<file path="src/rtl/cacheline_adaptor_pkg.sv">
`default_nettype none
// ============================================================================
// Module   : cacheline_adaptor_pkg
// Brief    : Shared line/beat types, sizes and FSM encoding for the
//            cacheline-to-burst adaptor.
// Revision : 1.0 - initial release
// ============================================================================
package cacheline_adaptor_pkg;

    localparam int S_LINE          = 256;
    localparam int S_BURST         = 64;
    localparam int S_OFFSET        = 5;
    localparam int BURSTS_PER_LINE = S_LINE / S_BURST;
    localparam int TIMEOUT_CYCLES  = 255;

    typedef logic [S_LINE-1:0]                      cacheline_t;
    typedef logic [S_BURST-1:0]                     burst_t;
    typedef logic [$clog2(BURSTS_PER_LINE)-1:0]     beat_t;

    typedef enum logic [1:0] {
        IDLE  = 2'd0,
        READ  = 2'd1,
        WRITE = 2'd2,
        DONE  = 2'd3
    } adaptor_state_t;

endpackage
`default_nettype wire

</file>
<file path="src/rtl/cacheline_adaptor_if.sv">
`default_nettype none
// ============================================================================
// Module   : cacheline_adaptor_if
// Brief    : Cache-side line port and memory-side burst port of the adaptor.
// Revision : 1.0 - initial release
// ============================================================================
interface cacheline_adaptor_if;
    import cacheline_adaptor_pkg::*;

    cacheline_t  line_i;
    cacheline_t  line_o;
    logic [31:0] address_i;
    logic        read_i;
    logic        write_i;
    logic        resp_o;
    burst_t      burst_i;
    burst_t      burst_o;
    logic [31:0] address_o;
    logic        read_o;
    logic        write_o;
    logic        resp_i;
    logic        err_o;

    // Requester/memory-model side
    modport master (
        output line_i, address_i, read_i, write_i, burst_i, resp_i,
        input  line_o, resp_o, burst_o, address_o, read_o, write_o, err_o
    );

    // Adaptor side
    modport slave (
        input  line_i, address_i, read_i, write_i, burst_i, resp_i,
        output line_o, resp_o, burst_o, address_o, read_o, write_o, err_o
    );

endinterface
`default_nettype wire

</file>
<file path="src/rtl/cacheline_adaptor.sv">
`default_nettype none
// ============================================================================
// Module   : cacheline_adaptor
// Brief    : Converts 256-bit line reads/writes into 4-beat 64-bit bursts.
//            Optional watchdog abort: CACHELINE_ADAPTOR_TIMEOUT_EN.
// Revision : 1.0 - initial release
// ============================================================================
module cacheline_adaptor
    import cacheline_adaptor_pkg::*;
(
    input  logic               clk,
    input  logic               rst,
    cacheline_adaptor_if.slave bus
);

    localparam logic [31:0] c_OFFSET_MASK = ~((32'd1 << S_OFFSET) - 32'd1);

    adaptor_state_t r_state;
    beat_t          r_beat;
    cacheline_t     r_line;
    cacheline_t     r_line_o;
    burst_t         r_burst;
    logic [31:0]    r_addr;
    logic           r_read;
    logic           r_write;
    logic           r_resp;

    logic [31:0]    w_addr_aligned;
    beat_t          w_next_beat;
    logic           w_last;

    assign w_addr_aligned = bus.address_i & c_OFFSET_MASK;
    assign w_next_beat    = r_beat + beat_t'(1);
    assign w_last         = (r_beat == beat_t'(BURSTS_PER_LINE - 1));

`ifdef CACHELINE_ADAPTOR_TIMEOUT_EN
    localparam int c_WDOG_W = $clog2(TIMEOUT_CYCLES + 1);

    logic [c_WDOG_W-1:0] r_wdog;
    logic                r_err;
    logic                w_wdog_expired;
    logic                w_busy;

    assign w_busy         = (r_state == READ) || (r_state == WRITE);
    assign w_wdog_expired = (r_wdog == c_WDOG_W'(TIMEOUT_CYCLES - 1));
    assign bus.err_o      = r_err;
`else
    assign bus.err_o      = 1'b0;
`endif

    always_ff @(posedge clk) begin
        if (rst) begin
            r_state  <= IDLE;
            r_beat   <= '0;
            r_line   <= '0;
            r_line_o <= '0;
            r_burst  <= '0;
            r_addr   <= '0;
            r_read   <= 1'b0;
            r_write  <= 1'b0;
            r_resp   <= 1'b0;
`ifdef CACHELINE_ADAPTOR_TIMEOUT_EN
            r_wdog   <= '0;
            r_err    <= 1'b0;
`endif
        end else begin
            r_resp <= 1'b0;
            case (r_state)
                IDLE: begin
                    if (bus.write_i) begin
                        r_line  <= bus.line_i;
                        r_burst <= bus.line_i[S_BURST-1:0];
                        r_addr  <= w_addr_aligned;
                        r_write <= 1'b1;
                        r_state <= WRITE;
                    end else if (bus.read_i) begin
                        r_addr  <= w_addr_aligned;
                        r_read  <= 1'b1;
                        r_state <= READ;
                    end
                end
                READ: begin
                    // Beats assemble in r_line; line_o only changes once the whole line is in.
                    if (bus.resp_i) begin
                        r_line[int'(r_beat)*S_BURST +: S_BURST] <= bus.burst_i;
                        if (w_last) begin
                            r_line_o <= {bus.burst_i, r_line[S_LINE-S_BURST-1:0]};
                            r_read   <= 1'b0;
                            r_resp   <= 1'b1;
                            r_state  <= DONE;
                        end else begin
                            r_beat <= w_next_beat;
                        end
                    end
                end
                WRITE: begin
                    if (bus.resp_i) begin
                        if (w_last) begin
                            r_write <= 1'b0;
                            r_resp  <= 1'b1;
                            r_state <= DONE;
                        end else begin
                            r_beat  <= w_next_beat;
                            r_burst <= r_line[int'(w_next_beat)*S_BURST +: S_BURST];
                        end
                    end
                end
                DONE: begin
                    r_beat  <= '0;
                    r_state <= IDLE;
                end
                default: r_state <= IDLE;
            endcase

`ifdef CACHELINE_ADAPTOR_TIMEOUT_EN
            r_err <= 1'b0;
            if (w_busy && !bus.resp_i) begin
                r_wdog <= r_wdog + c_WDOG_W'(1);
            end else begin
                r_wdog <= '0;
            end
            // Abort overrides the (idle) FSM step; line_o keeps its last good value.
            if (w_busy && !bus.resp_i && w_wdog_expired) begin
                r_read  <= 1'b0;
                r_write <= 1'b0;
                r_err   <= 1'b1;
                r_beat  <= '0;
                r_state <= IDLE;
            end
`endif
        end
    end

    assign bus.line_o    = r_line_o;
    assign bus.resp_o    = r_resp;
    assign bus.burst_o   = r_burst;
    assign bus.address_o = r_addr;
    assign bus.read_o    = r_read;
    assign bus.write_o   = r_write;

endmodule
`default_nettype wire

</file>
<file path="src/flat_wrapper.sv">
// flat-port wrapper written by rule: the top's interface ports become plain ports
module cacheline_adaptor_flat import cacheline_adaptor_pkg::*;
  (clk, rst, bus_line_i, bus_address_i, bus_read_i, bus_write_i, bus_burst_i, bus_resp_i, bus_line_o, bus_resp_o, bus_burst_o, bus_address_o, bus_read_o, bus_write_o, bus_err_o);
  cacheline_adaptor_if bus_i ();
  input  logic clk;
  input  logic rst;
  input wire logic [$bits(bus_i.line_i)-1:0] bus_line_i;
  input wire logic [$bits(bus_i.address_i)-1:0] bus_address_i;
  input wire logic [$bits(bus_i.read_i)-1:0] bus_read_i;
  input wire logic [$bits(bus_i.write_i)-1:0] bus_write_i;
  input wire logic [$bits(bus_i.burst_i)-1:0] bus_burst_i;
  input wire logic [$bits(bus_i.resp_i)-1:0] bus_resp_i;
  output wire logic [$bits(bus_i.line_o)-1:0] bus_line_o;
  output wire logic [$bits(bus_i.resp_o)-1:0] bus_resp_o;
  output wire logic [$bits(bus_i.burst_o)-1:0] bus_burst_o;
  output wire logic [$bits(bus_i.address_o)-1:0] bus_address_o;
  output wire logic [$bits(bus_i.read_o)-1:0] bus_read_o;
  output wire logic [$bits(bus_i.write_o)-1:0] bus_write_o;
  output wire logic [$bits(bus_i.err_o)-1:0] bus_err_o;
  assign bus_i.line_i = bus_line_i;
  assign bus_i.address_i = bus_address_i;
  assign bus_i.read_i = bus_read_i;
  assign bus_i.write_i = bus_write_i;
  assign bus_i.burst_i = bus_burst_i;
  assign bus_i.resp_i = bus_resp_i;
  assign bus_line_o = bus_i.line_o;
  assign bus_resp_o = bus_i.resp_o;
  assign bus_burst_o = bus_i.burst_o;
  assign bus_address_o = bus_i.address_o;
  assign bus_read_o = bus_i.read_o;
  assign bus_write_o = bus_i.write_o;
  assign bus_err_o = bus_i.err_o;
  cacheline_adaptor u_core (.clk(clk), .rst(rst), .bus(bus_i));
endmodule
</file>
<file path="config.mk">
export PLATFORM = sky130hd
export DESIGN_NAME = cacheline_adaptor_flat
export DESIGN_NICKNAME = d
export VERILOG_FILES = /design/src/rtl/cacheline_adaptor_pkg.sv /design/src/rtl/cacheline_adaptor_if.sv /design/src/rtl/cacheline_adaptor.sv /design/src/flat_wrapper.sv
export SDC_FILE = /design/constraint.sdc
export NUM_CORES = 1
export LEC_CHECK = 0
export CAP_MARGIN = 20
export CORE_AREA = 2 2 276 278
export DETAILED_ROUTE_END_ITERATION = 16
export DIE_AREA = 0 0 278 280
export SLEW_MARGIN = 20
export SYNTH_ARGS = -nofsm -noshare
export SYNTH_HDL_FRONTEND = slang
export SYNTH_SLANG_ARGS = --single-unit
</file>
<file path="constraint.sdc">
create_clock -name clk -period 3.59 [get_ports clk]
set_clock_uncertainty 0.05 [all_clocks]
set_input_delay 0.718 -clock clk [delete_from_list [all_inputs] [get_ports clk]]
set_output_delay 0.718 -clock clk [all_outputs]
set_load 0.005 [all_outputs]
</file>
Yosys cells after proc, flatten, opt, wreduce, memory -nomap -nowiden --
Cells that the tools add are included.
Storage, ports and cells: register bits after elaboration 615, bits in latches 0, bits in writable memories 0, bits in read-only memories 0, output and inout port bits 356, memories kept 0
Cells by class: $add $sub $neg 2, multiply operators 0, div/mod/pow operators 0, magnitude comparators 0, equality and inequality tests 16, shift operators 3, multiplexer cells 26, bitwise gates (word level) 2, reductions and logical operators 15
Operator list (count):
- $mux W256 | 2
- $pmux W256 S2 | 1
- $bwmux W256 | 1
- $shift A64 B33 Y256 const A | 1
- $shiftx A256 B9 Y64 | 1
- $shiftx A64 B33 Y256 | 1
- $mux W64 | 3
- $pmux W64 S2 | 1
- $mux W32 | 2
- $neg A8 Y33 | 1
- $ne A2 B2 Y1 const B | 7
- $mux W2 | 6
- $reduce_and A3 Y1 | 4
- $ne A2 B1 Y1 const B | 4
- $reduce_and A4 Y1 | 2
- $reduce_bool A2 Y1 | 4
- $eq A2 B2 Y1 const B | 3
- $mux W1 | 6
- $pmux W2 S3 | 1
- $reduce_and A5 Y1 | 1
- $pmux W1 S2 | 2
- $pmux W2 S2 | 1
- $ne A3 B3 Y1 const B | 1
- $reduce_or A3 Y1 | 1
- 6 further kinds | 7

Logic depth before layout (Yosys ltp) --
depth after elaboration 5, depth in mapped cells 12

Worst setup path before layout --
OpenSTA, ideal clock, no wires.
path type reg-to-reg, from register u_core.r_beat[0], to register u_core.r_burst[46] (netlist: u_core.bus.burst_o[46]), arrival time 2414 ps, data required time 3408 ps, slack 994 ps, cell stages (with the launch flop) 13, buffers on the path 6, cells stage by stage dfxtp_1 -> buf_4 -> buf_2 -> buf_2 -> inv_1 -> ha_1 -> buf_2 -> nand2b_1 -> clkbuf_1 -> clkbuf_1 -> o22ai_1 -> nor3_1 -> nor3_1
On the way: word-level cells in the longest chain between the ends 5, elaborated cells between the ends (all ways) 8, those cells by class add/sub: 1; eq/ne: 2; shift: 1; mux: 3; reduce/logical: 1
RTL lines:
- start: declaration | RTL line cacheline_adaptor.sv:19 | beat_t r_beat;
- start signal: assignment | RTL line cacheline_adaptor.sv:92 | r_beat <= w_next_beat;
- start signal: assignment | RTL line cacheline_adaptor.sv:103 | r_beat <= w_next_beat;
- $add A2 B1 Y2 | RTL line cacheline_adaptor.sv:33 | assign w_next_beat = r_beat + beat_t'(1);
- $shiftx A256 B9 Y64 | RTL line cacheline_adaptor.sv:104 | r_burst <= r_line[int'(w_next_beat)*S_BURST +: S_BURST];
- $mux W64 | RTL line cacheline_adaptor.sv:98 | if (w_last) begin
- $mux W64 | RTL line cacheline_adaptor.sv:97 | if (bus.resp_i) begin
- $pmux W64 S2 | RTL line cacheline_adaptor.sv:68 | case (r_state)
- end signal: assignment | RTL line cacheline_adaptor.sv:72 | r_burst <= bus.line_i[S_BURST-1:0];
- end signal: assignment | RTL line cacheline_adaptor.sv:104
- end: declaration | RTL line cacheline_adaptor.sv:22 | burst_t r_burst;
Several ways; a longest one is shown, not always the timed one. The select of a mux whose other input is x is not followed. A chain may end at the register's enable or synchronous reset.

Final worst setup path --
from register u_core.r_state[1], to register u_core.r_line[183]
On the way: word-level cells in the longest chain between the ends 3, elaborated cells between the ends (all ways) 7, those cells by class eq/ne: 3; mux: 1; reduce/logical: 3
RTL lines:
- start: declaration | RTL line cacheline_adaptor.sv:18 | adaptor_state_t r_state;
- start signal: assignment | RTL line cacheline_adaptor.sv:53 | r_state <= IDLE;
- start signal: assignment | RTL line cacheline_adaptor.sv:75 | r_state <= WRITE;
- start signal: assignment | RTL line cacheline_adaptor.sv:79 | r_state <= READ;
- $eq A2 B1 Y1 or $logic_not A2 Y1 (tied branches) | RTL line cacheline_adaptor.sv:68
- $ne A2 B2 Y1 (no line) or $reduce_bool A2 Y1 (tied branches)
- $reduce_and A3 Y1 (no line)
- end signal: assignment | RTL line cacheline_adaptor.sv:71 | r_line <= bus.line_i;
- end signal: indexed assignment | RTL line cacheline_adaptor.sv:85 | r_line[int'(r_beat)*S_BURST +: S_BURST] <= bus.burst_i;
- end: declaration | RTL line cacheline_adaptor.sv:20 | cacheline_t r_line;
Several ways; a longest one is shown, not always the timed one.

==> key figures <==
Synthesis
  – Yosys top cell by area: dfxtp_1
  – Post-synthesis sequential area ratio: 48.91%
  – Synth unique cells: 42
  – Flops & latches, synth: 610
  – Post-synth EDFFs: 0
  – Top cell type's share of synthesized area: 48.91%
  – Synth top area cells: dfxtp_1 (49%), a221oi_1 (8.9%), nand2_1 (8.7%)
  – Post-synth top flop: dfxtp_1
  – Cells after synthesis: 3049
  – Avg Cell Area, Syn: 8.188 um^2
  – Post-synth ARST share: 0%
  – Mapped cell area: 24970 um^2
  – Synth Warn #: 0

Floorplanning
  – Num rows: 101
  – Die area: 77840 um^2
  – Initial Util: about 33%
  – Top-Level Pins: 713
  – Placeable core region: 75190 um^2
  – Die height: 280 um
  – Die W: 278 um

Placement
  – Post-DP HPWL: 70600 um
  – PortBufs: around 700
  – Global placer's final weighted congestion: 0.8452

STA
  – Final Critical Period: 2830 ps
  – Final hold viol count: 0
  – Worst slew margin: 17.29%
  – RSZ-0062 raised after global routing: no
  – Crit share post-route: 78.83%
  – Fmax: 0.3534 GHz
  – Post-Route Setup TNS: 0 ps
  – Worst-Margin Slew: ~1200 ps
  – Hold WS: 399.9 ps
  – Final setup vio count: 0
  – Slew Viols, Final: 0

Clocking
  – Post-CTS sizing: 0
  – Max Root-Sink Buffers: 3
  – Clk_lat worst skew: 610 ps
  – Post-CTS Setup Bufs: 0
  – TritonCTS clock tree: built
  – Clk root buf: clkbuf_16
  – CTS Sinks: 610
  – Clk slew on worst S/H paths: 60 ps
  – H-tree depth: 3
  – CTS Hold Bufs: 0
  – CTS buffer count: 72

Job
  – Max cap viols: 0

Status
  – Status: finished, final reports clean

GRT
  – GRT overflow: 0
  – First-pass GRT wire length: 164100 um
  – Largest net degree at the start of global routing: around 130
  – Vias in the first global route: 24430
  – Initial antenna violation count: 14
  – Tot GR Track Use: 27.59%

Routing
  – WL/cell: 24.12 um
  – Detailed Route WL: 111600 um
  – DR vias: 25640
  – Vias/cell: approximately 5.5
  – Initial DRC count: between 2000 and 2500
  – DR pass1 iterations: 5
  – Drt drc: 0
  – Antenna Nets Post-Route: 0

Layout
  – Final design utilization: 47.28%
  – Most common cell after layout, fill and taps aside: clkdlybuf4s50_1
  – Nets: 3958
  – Most frequent cells in the layout: clkdlybuf4s50_1 (700), dfxtp_1 (609), nand2_1 (575)
  – Area grow syn2layout: 42.38%
  – Fraction of layout instances using a drive strength above 1: 5.269%

Worst setup path
  – CP Class: flop to flop
  – Crit path DAT: 3300 ps
  – Setup crit end kind: flop
  – CP Data Required Time: 4060 ps
  – Worst setup SP type: flop
  – CP Max Fanout: 64

Pwr
  – Reg power frac: 36.4%
  – Clock Power Share: roughly 30%
  – Peak supply drop: roughly 0.68 mV
  – Sw Share: 36.67%
  – Logic gate share of total power: approximately a third
  – Power Dens Cells: 741.2 nW/um^2
  – NetSw: 9.661 mW
  – Internal power: 16.69 mW
  – Leakage: approximately 12 nW
  – Tot Pwr: 26.35 mW

Worst hold path
  – Hold/Removal Path Class: flop to flop
routing by layer:
metal	wire [um]	vias to the layer above	GRT usage, %
met5	105	-	0
met4	3269	16	9.480
met3	9607	196	6.878
met2	52790	1135	45.35
met1	45860	12450	35.23
li1	-	11840	-
synth_stat cells, types with 10 or more instances:
library cell,instances
buf_1,13
a21oi_1,289
a221oi_1,254
nand2_1,576
clkbuf_1,220
o22ai_1,64
nor2b_1,63
nor2_1,327
ha_1,10
buf_2,56
mux2i_1,130
dfxtp_1,610
nor3_1,384
path summary, 6_finish.rpt:
path | end | cells after the start | slack, ps | startpoint
setup / recovery | u_core.r_line[183]$_SDFFE_PP0P_ | 7 | 760 | u_core.r_state[1]$_SDFFE_PP0P_
hold / removal | u_core.bus.address_o[27]$_SDFFE_PP0P_ | 2 | 400 | u_core.bus.address_o[27]$_SDFFE_PP0P_
setup reg to reg | u_core.r_line[183]$_SDFFE_PP0P_ | 7 | 760 | u_core.r_state[1]$_SDFFE_PP0P_
hold reg to reg | u_core.bus.address_o[27]$_SDFFE_PP0P_ | 2 | 400 | u_core.bus.address_o[27]$_SDFFE_PP0P_
layout make-up:
cell class	instances	area, um^2
Sequential cell	610	12220
Multi-Input combinational cell	2140	11670
Clock buffer	109	2163
Antenna cell	7	17.52
Fill cell	7310	39640
Clock inverter	18	359.1
Inverter	8	37.54
Tap cell	978	1224
Timing Repair Buffer	759	7858
cell families (layout without fill, tap and decap cells):
kind of cell	after synthesis	in the layout	share of synthesized area (%)
muxes	131	131	5.302
AOI/OAI and AO/OA	625	625	16.90
DFF	610	610	48.91
other	1	13	0.01502
and+or+nand+nor	1368	1368	23.41
adders and majority gates	10	10	0.5012
buffers and inverters	304	894	4.956
registers in the layout, indices dropped and copies added, names as in the netlist:
name                  flops
u_core.r_beat             2
u_core.r_state            2
u_core.r_line           256
u_core.bus.write_o        1
u_core.bus.address_o     27
u_core.bus.line_o       256
u_core.bus.resp_o         1
u_core.bus.burst_o       64
u_core.bus.read_o         1
power groups by stage:
stage               registers (mW)  logic, mW  clock network, mW
global placement              9.67       8.75                  0
global route                  9.77       9.65               8.24
detailed placement            9.70       8.82                  0
finish                        9.60       8.92               7.83
floorplan                     9.36       5.17                  0
CTS                           9.56       8.88               7.95
through the flow:
step	instance area [um^2]	std cells	setup WS [ps]
after floorplan	24990	3054	993.9
after global placement	33010	4495	621.2
after detailed placement	33010	4495	616.4
after CTS	35530	4622	695.0
after global routing	35540	4627	515.8
final	35550	4629	760.1
critical path: stages (launching register included):
cell and delay, ps:
dfxtp_1 350, inv_1 90, ha_1 850, inv_8 180, nor4_4 350, buf_12 410, a221oi_1 150, nor3_1 250
No activity file was read; power rests on OpenSTA's default activity.
